[config.mk]
export PLATFORM = sky130hd
export DESIGN_NAME = mul_div_hilo
export DESIGN_NICKNAME = d
export VERILOG_FILES = /design/src/rtl/mul_div_hilo_pkg.sv /design/src/rtl/mul_div_hilo_paso.sv /design/src/rtl/mul_div_hilo.sv
export SDC_FILE = /design/constraint.sdc
export NUM_CORES = 1
export LEC_CHECK = 0
export ABC_AREA = 1
export BUFFER_PORTS_ARGS = -buffer_cell sky130_fd_sc_hd__buf_2
export CAP_MARGIN = 10
export CORE_MARGIN = 5
export CORE_UTILIZATION = 42
export DETAILED_ROUTE_END_ITERATION = 10
export PLACE_DENSITY = 0.67
export SETUP_SLACK_MARGIN = 0.02
export SLEW_MARGIN = 20
export SYNTH_ARGS = -nofsm -noshare
export SYNTH_HDL_FRONTEND = slang
export SYNTH_HIERARCHICAL = 1
export SYNTH_SLANG_ARGS = --single-unit
[constraint.sdc]
create_clock -name clk -period 9 [get_ports clk]
set_input_delay 0.9 -clock clk [delete_from_list [all_inputs] [get_ports clk]]
set_output_delay 0.9 -clock clk [all_outputs]
set_load 0.05 [all_outputs]
[src/rtl/mul_div_hilo_pkg.sv]
// Shared definitions for the iterative multiply/divide unit.
// Covers the operation codes, the FSM states and the divide-by-zero result.
package mul_div_hilo_pkg;

    localparam int WIDTH_DEF = 32;

    typedef enum logic [1:0] {
        OP_MULT  = 2'b00,
        OP_MULTU = 2'b01,
        OP_DIV   = 2'b10,
        OP_DIVU  = 2'b11
    } op_t;

    typedef enum logic [1:0] {
        IDLE = 2'b00,
        PREP = 2'b01,
        RUN  = 2'b10,
        FIX  = 2'b11
    } state_t;

    // Quotient reported for a zero divisor; the top truncates it to WIDTH.
    localparam logic [63:0] DIV0_QUOT = '1;

    function automatic logic is_signed_op(input op_t op);
        return (op == OP_MULT) || (op == OP_DIV);
    endfunction

endpackage

[src/rtl/mul_div_hilo_paso.sv]
// One combinational iteration of the multiply/divide datapath.
// Multiply: shift-add into {acc, shreg}. Divide: restoring step that shifts quotient bits into shreg.
module mul_div_paso
    import mul_div_hilo_pkg::*;
#(
    parameter int WIDTH = WIDTH_DEF
) (
    input  logic             div_mode,
    input  logic [WIDTH-1:0] acc,
    input  logic [WIDTH-1:0] shreg,
    input  logic [WIDTH-1:0] operand,
    output logic [WIDTH-1:0] acc_next,
    output logic [WIDTH-1:0] shreg_next
);

    logic [WIDTH:0] sum;
    logic [WIDTH:0] rem_shift;
    logic           div_ge;

    always_comb begin
        sum        = {1'b0, acc} + {1'b0, operand};
        rem_shift  = {acc, shreg[WIDTH-1]};
        div_ge     = rem_shift >= {1'b0, operand};
        acc_next   = acc;
        shreg_next = shreg;
        if (div_mode) begin
            // The partial remainder stays below the divisor, so WIDTH bits hold it.
            if (div_ge) begin
                acc_next   = WIDTH'(rem_shift - {1'b0, operand});
                shreg_next = {shreg[WIDTH-2:0], 1'b1};
            end else begin
                acc_next   = rem_shift[WIDTH-1:0];
                shreg_next = {shreg[WIDTH-2:0], 1'b0};
            end
        end else begin
            if (shreg[0]) begin
                {acc_next, shreg_next} = {sum, shreg[WIDTH-1:1]};
            end else begin
                {acc_next, shreg_next} = {1'b0, acc, shreg[WIDTH-1:1]};
            end
        end
    end

endmodule

[src/rtl/mul_div_hilo.sv]
// Iterative MULT/MULTU/DIV/DIVU unit with architectural HI/LO registers.
// Handshake: start is taken only while busy=0; busy is high from the start edge until the done cycle, and done pulses once when HI/LO update.
module mul_div_hilo
    import mul_div_hilo_pkg::*;
#(
    parameter int WIDTH = WIDTH_DEF
) (
    input  logic             clk,
    input  logic             rst,
    input  logic             start,
    input  logic [1:0]       op,
    input  logic [WIDTH-1:0] a,
    input  logic [WIDTH-1:0] b,
    input  logic             hi_we,
    input  logic             lo_we,
    input  logic [WIDTH-1:0] wdata,
    output logic             busy,
    output logic             done,
    output logic [WIDTH-1:0] hi,
    output logic [WIDTH-1:0] lo
);

    localparam int CW = $clog2(WIDTH);
    localparam logic [CW-1:0] LAST = CW'(WIDTH - 1);

    state_t           state, state_nx;
    logic [CW-1:0]    count;
    op_t              op_q;
    logic [WIDTH-1:0] a_q, b_q;
    logic [WIDTH-1:0] acc, shreg, mcand;
    logic [WIDTH-1:0] acc_nx, shreg_nx;
    logic             neg_q, rneg_q;

    logic             a_neg, b_neg;
    logic [WIDTH-1:0] a_mag, b_mag;
    logic [2*WIDTH-1:0] prod;
    logic [WIDTH-1:0] fix_hi, fix_lo;

    always_ff @(posedge clk or posedge rst) begin
        if (rst) begin
            state <= IDLE;
        end else begin
            state <= state_nx;
        end
    end

    always_comb begin
        state_nx = state;
        case (state)
            IDLE: if (start) state_nx = PREP;
            PREP: state_nx = RUN;
            RUN:  if (count == LAST) state_nx = FIX;
            FIX:  state_nx = IDLE;
            default: state_nx = IDLE;
        endcase
    end

    assign busy = (state != IDLE);

    always_comb begin
        a_neg = is_signed_op(op_q) & a_q[WIDTH-1];
        b_neg = is_signed_op(op_q) & b_q[WIDTH-1];
        a_mag = a_neg ? -a_q : a_q;
        b_mag = b_neg ? -b_q : b_q;
    end

    mul_div_paso #(.WIDTH(WIDTH)) u_paso (
        .div_mode   (op_q[1]),
        .acc        (acc),
        .shreg      (shreg),
        .operand    (mcand),
        .acc_next   (acc_nx),
        .shreg_next (shreg_nx)
    );

    // Sign correction and the zero-divisor override applied on the FIX edge.
    always_comb begin
        prod = neg_q ? -{acc, shreg} : {acc, shreg};
        {fix_hi, fix_lo} = prod;
        if (op_q[1]) begin
            if (b_q == '0) begin
                fix_hi = a_q;
                fix_lo = WIDTH'(DIV0_QUOT);
            end else begin
                fix_hi = rneg_q ? -acc : acc;
                fix_lo = neg_q ? -shreg : shreg;
            end
        end
    end

    always_ff @(posedge clk or posedge rst) begin
        if (rst) begin
            count  <= '0;
            op_q   <= OP_MULT;
            a_q    <= '0;
            b_q    <= '0;
            acc    <= '0;
            shreg  <= '0;
            mcand  <= '0;
            neg_q  <= 1'b0;
            rneg_q <= 1'b0;
            hi     <= '0;
            lo     <= '0;
            done   <= 1'b0;
        end else begin
            done <= 1'b0;
            case (state)
                IDLE: begin
                    if (start) begin
                        a_q  <= a;
                        b_q  <= b;
                        op_q <= op_t'(op);
                    end
                    if (hi_we) hi <= wdata;
                    if (lo_we) lo <= wdata;
                end
                PREP: begin
                    acc    <= '0;
                    shreg  <= a_mag;
                    mcand  <= b_mag;
                    neg_q  <= a_neg ^ b_neg;
                    rneg_q <= a_neg;
                    count  <= '0;
                end
                RUN: begin
                    acc   <= acc_nx;
                    shreg <= shreg_nx;
                    count <= count + CW'(1);
                end
                FIX: begin
                    hi   <= fix_hi;
                    lo   <= fix_lo;
                    done <= 1'b1;
                end
                default: ;
            endcase
        end
    end

endmodule

==> impl_metrics.csv, run 1 <==
group,metric,value,unit
outcome,run_status,"finished clean",
place,gp_congestion,1.179,
synth,syn_inst,3499,
setup_path,critPathMaxStageDelay,900,ps
hold_path,hp-class,"in -> async",
global_route,gr-usage-all-layers,29.28,%
finish,final_nets,3771,
setup_path,path_class,"reg -> reg",
detailed_routing,vias,23910,
setup_path,critPathSlowestCell,"clkinv_1",
global_route,grt_pass1_vias,21920,
detailed_routing,drc,0,
clock_network,insertion_delay,590,ps
synth,synth_flop_cell,"dfrtp_1",
synth,yosysWarnings,6,
floorplan,die_area,55070,um^2
timing,period_minus_slack,3559,ps
finish,final_common_cell,"nand2_1",
timing,fin_setup_tns,0,ps
detailed_routing,first_pass_iters,6,
place,place_hpwl,66.17,mm
clock_network,clk_path_buf_depth,3,
clock_network,cts_buffers,29,
synth,yosys.area_share.simple,39.23,%
synth,synth_compound_area_share,12.06,%
detailed_routing,routed_wl,84.33,mm
detailed_routing,ant_nets,0,
synth,synth-edff-count,0,
global_route,grt_pass1_wl,129.3,mm
timing,slew_violations,0,
synth,synth_mux_area_share,0.9030,%
synth,yosysTopAreaCell,"dfrtp_1",
synth,yosysUniqueCellTypes,46,
timing,finalClockSkew,14.65,ps
floorplan,ios,169,
finish,finalNonFillerCells,4286,
setup_path,worstPathArrival,4020,ps
timing,slew_headroom,26.67,%
clock_network,cts_hold_buf,0,
floorplan,die_w,234.7,um
detailed_routing,drt_iter0_markers,3429,
global_route,overflow,0,
place,placed_area,22500,um^2
setup_path,crit_family,"buffers and inverters",
finish,final_cell_mix,"1,047 x nand2_1, 468 x inv_1, 445 x nor2_1",
finish,stdcell_area,23500,um^2
clock_network,htree_num_levels,1,
setup_path,worst-path-max-fanout,34,
setup_path,required,9460,ps
place,io_buffers,168,
global_route,antenna_found_initial,2,
synth,synth_top_family_by_area,"simple AND/OR/NAND/NOR gates",
setup_path,cp_cell_sequence,"ha_2 -> buf_4 -> nand2_1 -> nand2_1 -> buf_4 -> clkinv_1 -> a21oi_1 -> a21oi_1",
clock_network,clkTransAtPathRegs,60,ps
synth,post-synth-top-area-fraction,27.86,%
finish,drive_gt1_share,9.103,%
flow_run,maxCapViolCount,0,
finish,diodes,0,
timing,fmax,0.2810,GHz
clock_network,cts.repair.resized,0,
timing,final.period_utilization,39.54,%
finish,seqCellArea,5911,um^2
floorplan,initial_core_util,42.34,%
place,placed_cells,4233,
synth,synthXorXnorAreaFrac,4.090,%
synth,synthAdderAreaFrac,4.556,%
synth,async_flop_share,100.0,%
detailed_routing,wl_per_cell,19.67,um
floorplan,rows,82,
timing,rsz0062_at_grt,"false",
floorplan,die_height,234.7,um
clock_network,cts_tree,"done",
detailed_routing,vias_per_cell,5.580,
synth,synth_area_leaders,"dfrtp_1 28%, nand2_1 19%, nand3_1 8.4%",
timing,hold_violations,0,
setup_path,setup.worst_path.end_class,"register",
finish,syn2layout_area_growth,10.85,%
timing,worst_slew_pin_slew,1093,ps
setup_path,cp.buffers_inverters,3,
synth,synth_area_per_cell,6.059,um^2
setup_path,crit_path_start_kind,"register",
floorplan,core_area,50070,um^2
finish,multiInputGateArea,12920,um^2
clock_network,postCtsSetupBuffers,0,
finish,fillerInstances,5450,
synth,yosysSeqAreaShare,27.86,%
synth,syn_area,21200,um^2
global_route,grt_max_degree,110,
synth,ys_ff_latch,236,
synth,syn_nets,3678,
clock_network,cts_root_buf,"clkbuf_16",
clock_network,cts.sinks,236,
timing,setup_violations,0,
==> final timing paths <==
| path | from | to | slack (ps) | depth (start not counted) |
|---|---|---|---|---|
| min in group clk | lo[22] | lo[22] | 480 | 2 |
| max in group asynchronous | rst | hi[27] | 7190 | 3 |
| max | state[1] | hi[18] | 5440 | 8 |
| max reg2reg | state[1] | hi[18] | 5440 | 8 |
| min reg2reg | lo[22] | lo[22] | 480 | 2 |
| min | rst | a_q[10] | 390 | 2 |
==> cells by family after synthesis <==
family	Yosys count
XOR/XNOR	99
adder cells (fa/ha/maj)	76
AO/OA/AOI/OAI	478
multiplexers	17
buffers and inverters	610
AND/OR/NAND/NOR	1983
flip-flops	236
==> synth_stat cells (all sizes together), types with 6 or more instances <==
cell type  instances
buf               39
ha                74
o221ai            19
clkbuf            90
nand3b             9
mux2              17
nand2           1063
nor2             463
and2               8
a21oi            223
o21ai            204
nand3            365
nor3              27
xnor2             23
nand4             34
o211ai             8
inv              476
or2                8
o21bai             6
a31oi              9
xor2              76
dfrtp            236
==> layout make-up <==
cell class | count | share of cell area (%)
inverters | 481 | 7.721
clock inverters | 14 | 0.7721
well taps | 672 | 3.578
repair buffers | 191 | 4.313
flip-flops and latches | 236 | 25.15
multi-input cells | 2653 | 55.00
clock buffers | 39 | 3.461
==> metal layers <==
| metal | up-vias | wire length (um) | GRT usage (%) |
|---|---|---|---|
| li1 | 11320 | - | - |
| met1 | 10950 | 35950 | 42.59 |
| met2 | 1415 | 34670 | 42.61 |
| met3 | 232 | 10210 | 7.106 |
| met4 | 2 | 3481 | 9.892 |
| met5 | - | 11 | 0 |
==> through the flow <==
step	util (%)	setup WS [ps]	hold slack, ps
after detailed placement	44.95	5706	469.2
after global routing	46.93	5204	474.6
after global placement	44.94	5716	465.9
final	46.93	5441	389.9
after CTS	46.93	5700	466.1
after floorplan	-	1625	455.5
==> state kept, by name (all words and copies together), names as in the netlist <==
| register | cells |
|---|---|
| state | 2 |
| count | 5 |
| rneg_q | 1 |
| mcand | 32 |
| op_q | 2 |
| shreg | 32 |
| done | 1 |
| neg_q | 1 |
| lo | 32 |
| acc | 32 |
| b_q | 32 |
| a_q | 32 |
| hi | 32 |
Power of run 1 is left out: the tool's default activity adds up to more than one toggle a clock period on the data nets, which glitch-free logic cannot reach.
==> run 2, diff against run 1 <==
Clock period 9 ns to 3.4 ns, I/O delays scaled along.
==> impl_metrics.csv, run 2 (synthesis results as in run 1) <==
group,metric,value,unit
clock_network,clk_path_buf_depth,3,
hold_path,hp-class,"in -> reg",
timing,worst_slew_pin_slew,832.8,ps
global_route,grt_pass1_vias,22060,
clock_network,insertion_delay,600,ps
global_route,grt.met3_usage,8.771,%
finish,final_common_cell,"nand2_1",
setup_path,rr_worst_depth,15,
detailed_routing,first_pass_iters,7,
detailed_routing,vias,24040,
setup_path,cp_cell_sequence,"ha_1 -> nand2_1 -> nor2_1 -> nand2_1 -> nor2_2 -> nand2_2 -> nor2_4 -> nor2_4 -> nand2_8 -> nand2_1 -> nand2_1 -> nand2_1 -> nand2_1 -> nand3_1 -> o21ai_0",
setup_path,setup.worst_path.end_class,"register",
setup_path,critPathSlowestCell,"dfrtp_1",
setup_path,critPathMaxStageDelay,590,ps
setup_path,r2r_slack,380,ps
global_route,gr-usage-met1,45.27,%
place,place_ws,517.4,ps
global_route,busiest_layer,"met1",
global_route,antenna_found_initial,4,
global_route,use_met2,45.26,%
setup_path,required,3910,ps
setup_path,cp_common_cell,"nand2_1",
floorplan,ios,169,
clock_network,cts.repair.resized,0,
setup_path,worst-path-max-fanout,32,
global_route,gr-usage-all-layers,31.13,%
setup_path,crit_family,"simple AND/OR/NAND/NOR gates",
timing,slew_violations,0,
timing,fmax,0.3312,GHz
detailed_routing,drt_iter0_markers,2916,
hold_path,holdCritStartpoint,"a[13]",
timing,final.period_utilization,88.81,%
setup_path,cp.buffers_inverters,0,
finish,syn2layout_area_growth,14.54,%
place,placed_cells,4271,
setup_path,worstPathArrival,3530,ps
detailed_routing,drc,0,
timing,setup_violations,0,
floorplan,rows,82,
clock_network,cts_hold_buf,45,
detailed_routing,ant_nets,0,
setup_path,crit-reg2reg-launch,"acc[11]",
timing,slew_headroom,44.48,%
finish,fillerInstances,5397,
clock_network,postCtsSetupBuffers,0,
floorplan,die_area,55070,um^2
flow_run,maxCapViolCount,0,
setup_path,path_class,"reg -> reg",
floorplan,die_height,234.7,um
clock_network,cts.sinks,236,
finish,final_cell_mix,"1,047 x nand2_1, 470 x inv_1, 445 x nor2_1",
timing,setup_ws,380.3,ps
global_route,overflow,0,
place,gp_congestion,1.065,
detailed_routing,vias_per_cell,5.505,
detailed_routing,wl_per_cell,20.68,um
floorplan,initial_core_util,42.34,%
place,io_buffers,168,
timing,finalClockSkew,16.94,ps
clock_network,htree_num_levels,1,
place,place_hpwl,71.40,mm
detailed_routing,routed_wl,90.33,mm
setup_path,startpoint,"acc[11]",
timing,period_minus_slack,3020,ps
setup_path,cp-endpoint,"acc[29]",
timing,rsz0062_at_grt,"false",
setup_path,crit_path_start_kind,"register",
finish,finalNonFillerCells,4368,
setup_path,worstReg2RegEnd,"acc[29]",
setup_path,crit_cells,15,
global_route,grt_max_degree,105,
global_route,grt_pass1_wl,135.6,mm
finish,drive_gt1_share,9.881,%
finish,final_util,48.50,%
floorplan,die_w,234.7,um
timing,hold_violations,0,
clock_network,cts_tree,"done",
outcome,run_status,"finished clean",
floorplan,core_area,50070,um^2
finish,final_nets,3855,
clock_network,cts_root_buf,"clkbuf_16",
clock_network,clkTransAtPathRegs,60,ps
clock_network,cts_buffers,30,
[run 2: per-layer routing]
layer	wire length, um	vias up	part of all wire, %
met5	0	-	0
li1	-	11480	-
met4	3050	0	3.4
met1	39500	11170	44
met3	10910	161	12
met2	36880	1232	41
[run 2: cell type report]
| class | count | area (um^2) | area share (%) |
|---|---|---|---|
| multi-input cells | 2653 | 12920 | 53.23 |
| well taps | 672 | 840.8 | 3.463 |
| inverters | 481 | 1809 | 7.451 |
| diodes | 2 | 5.005 | 0.02061 |
| flip-flops and latches | 236 | 5911 | 24.34 |
| repair buffers | 274 | 1799 | 7.410 |
| clock inverters | 13 | 162.7 | 0.6699 |
| clock buffers | 37 | 828.3 | 3.411 |
[run 2: how the worst min path moves through the flow]
stage          endpoint  cells after the start
6_report        a_q[13]                      3
5_1_grt         a_q[21]                      3
4_1_cts         a_q[13]                      3
3_5_place_dp      hi[0]                      2
3_3_place_gp      hi[0]                      2
2_1_floorplan  count[4]                      2
[run 2: per-stage QoR]
stage | instance area, um^2 | hold slack [ps] | TNS (ps)
after floorplan | 21200 | 455.5 | -7523
after global placement | 22830 | 348.3 | 0
after detailed placement | 22830 | 361.2 | 0
after CTS | 24280 | 0.2366 | 0
after global routing | 24280 | 22.10 | 0
final | 24280 | 10.74 | 0
[run 2: worst min-delay path, cell delays in order]
cell	delay, ps
buf_2	80
nor2_1	40
a21oi_1	100
Power of run 2 is left out for the same reason.
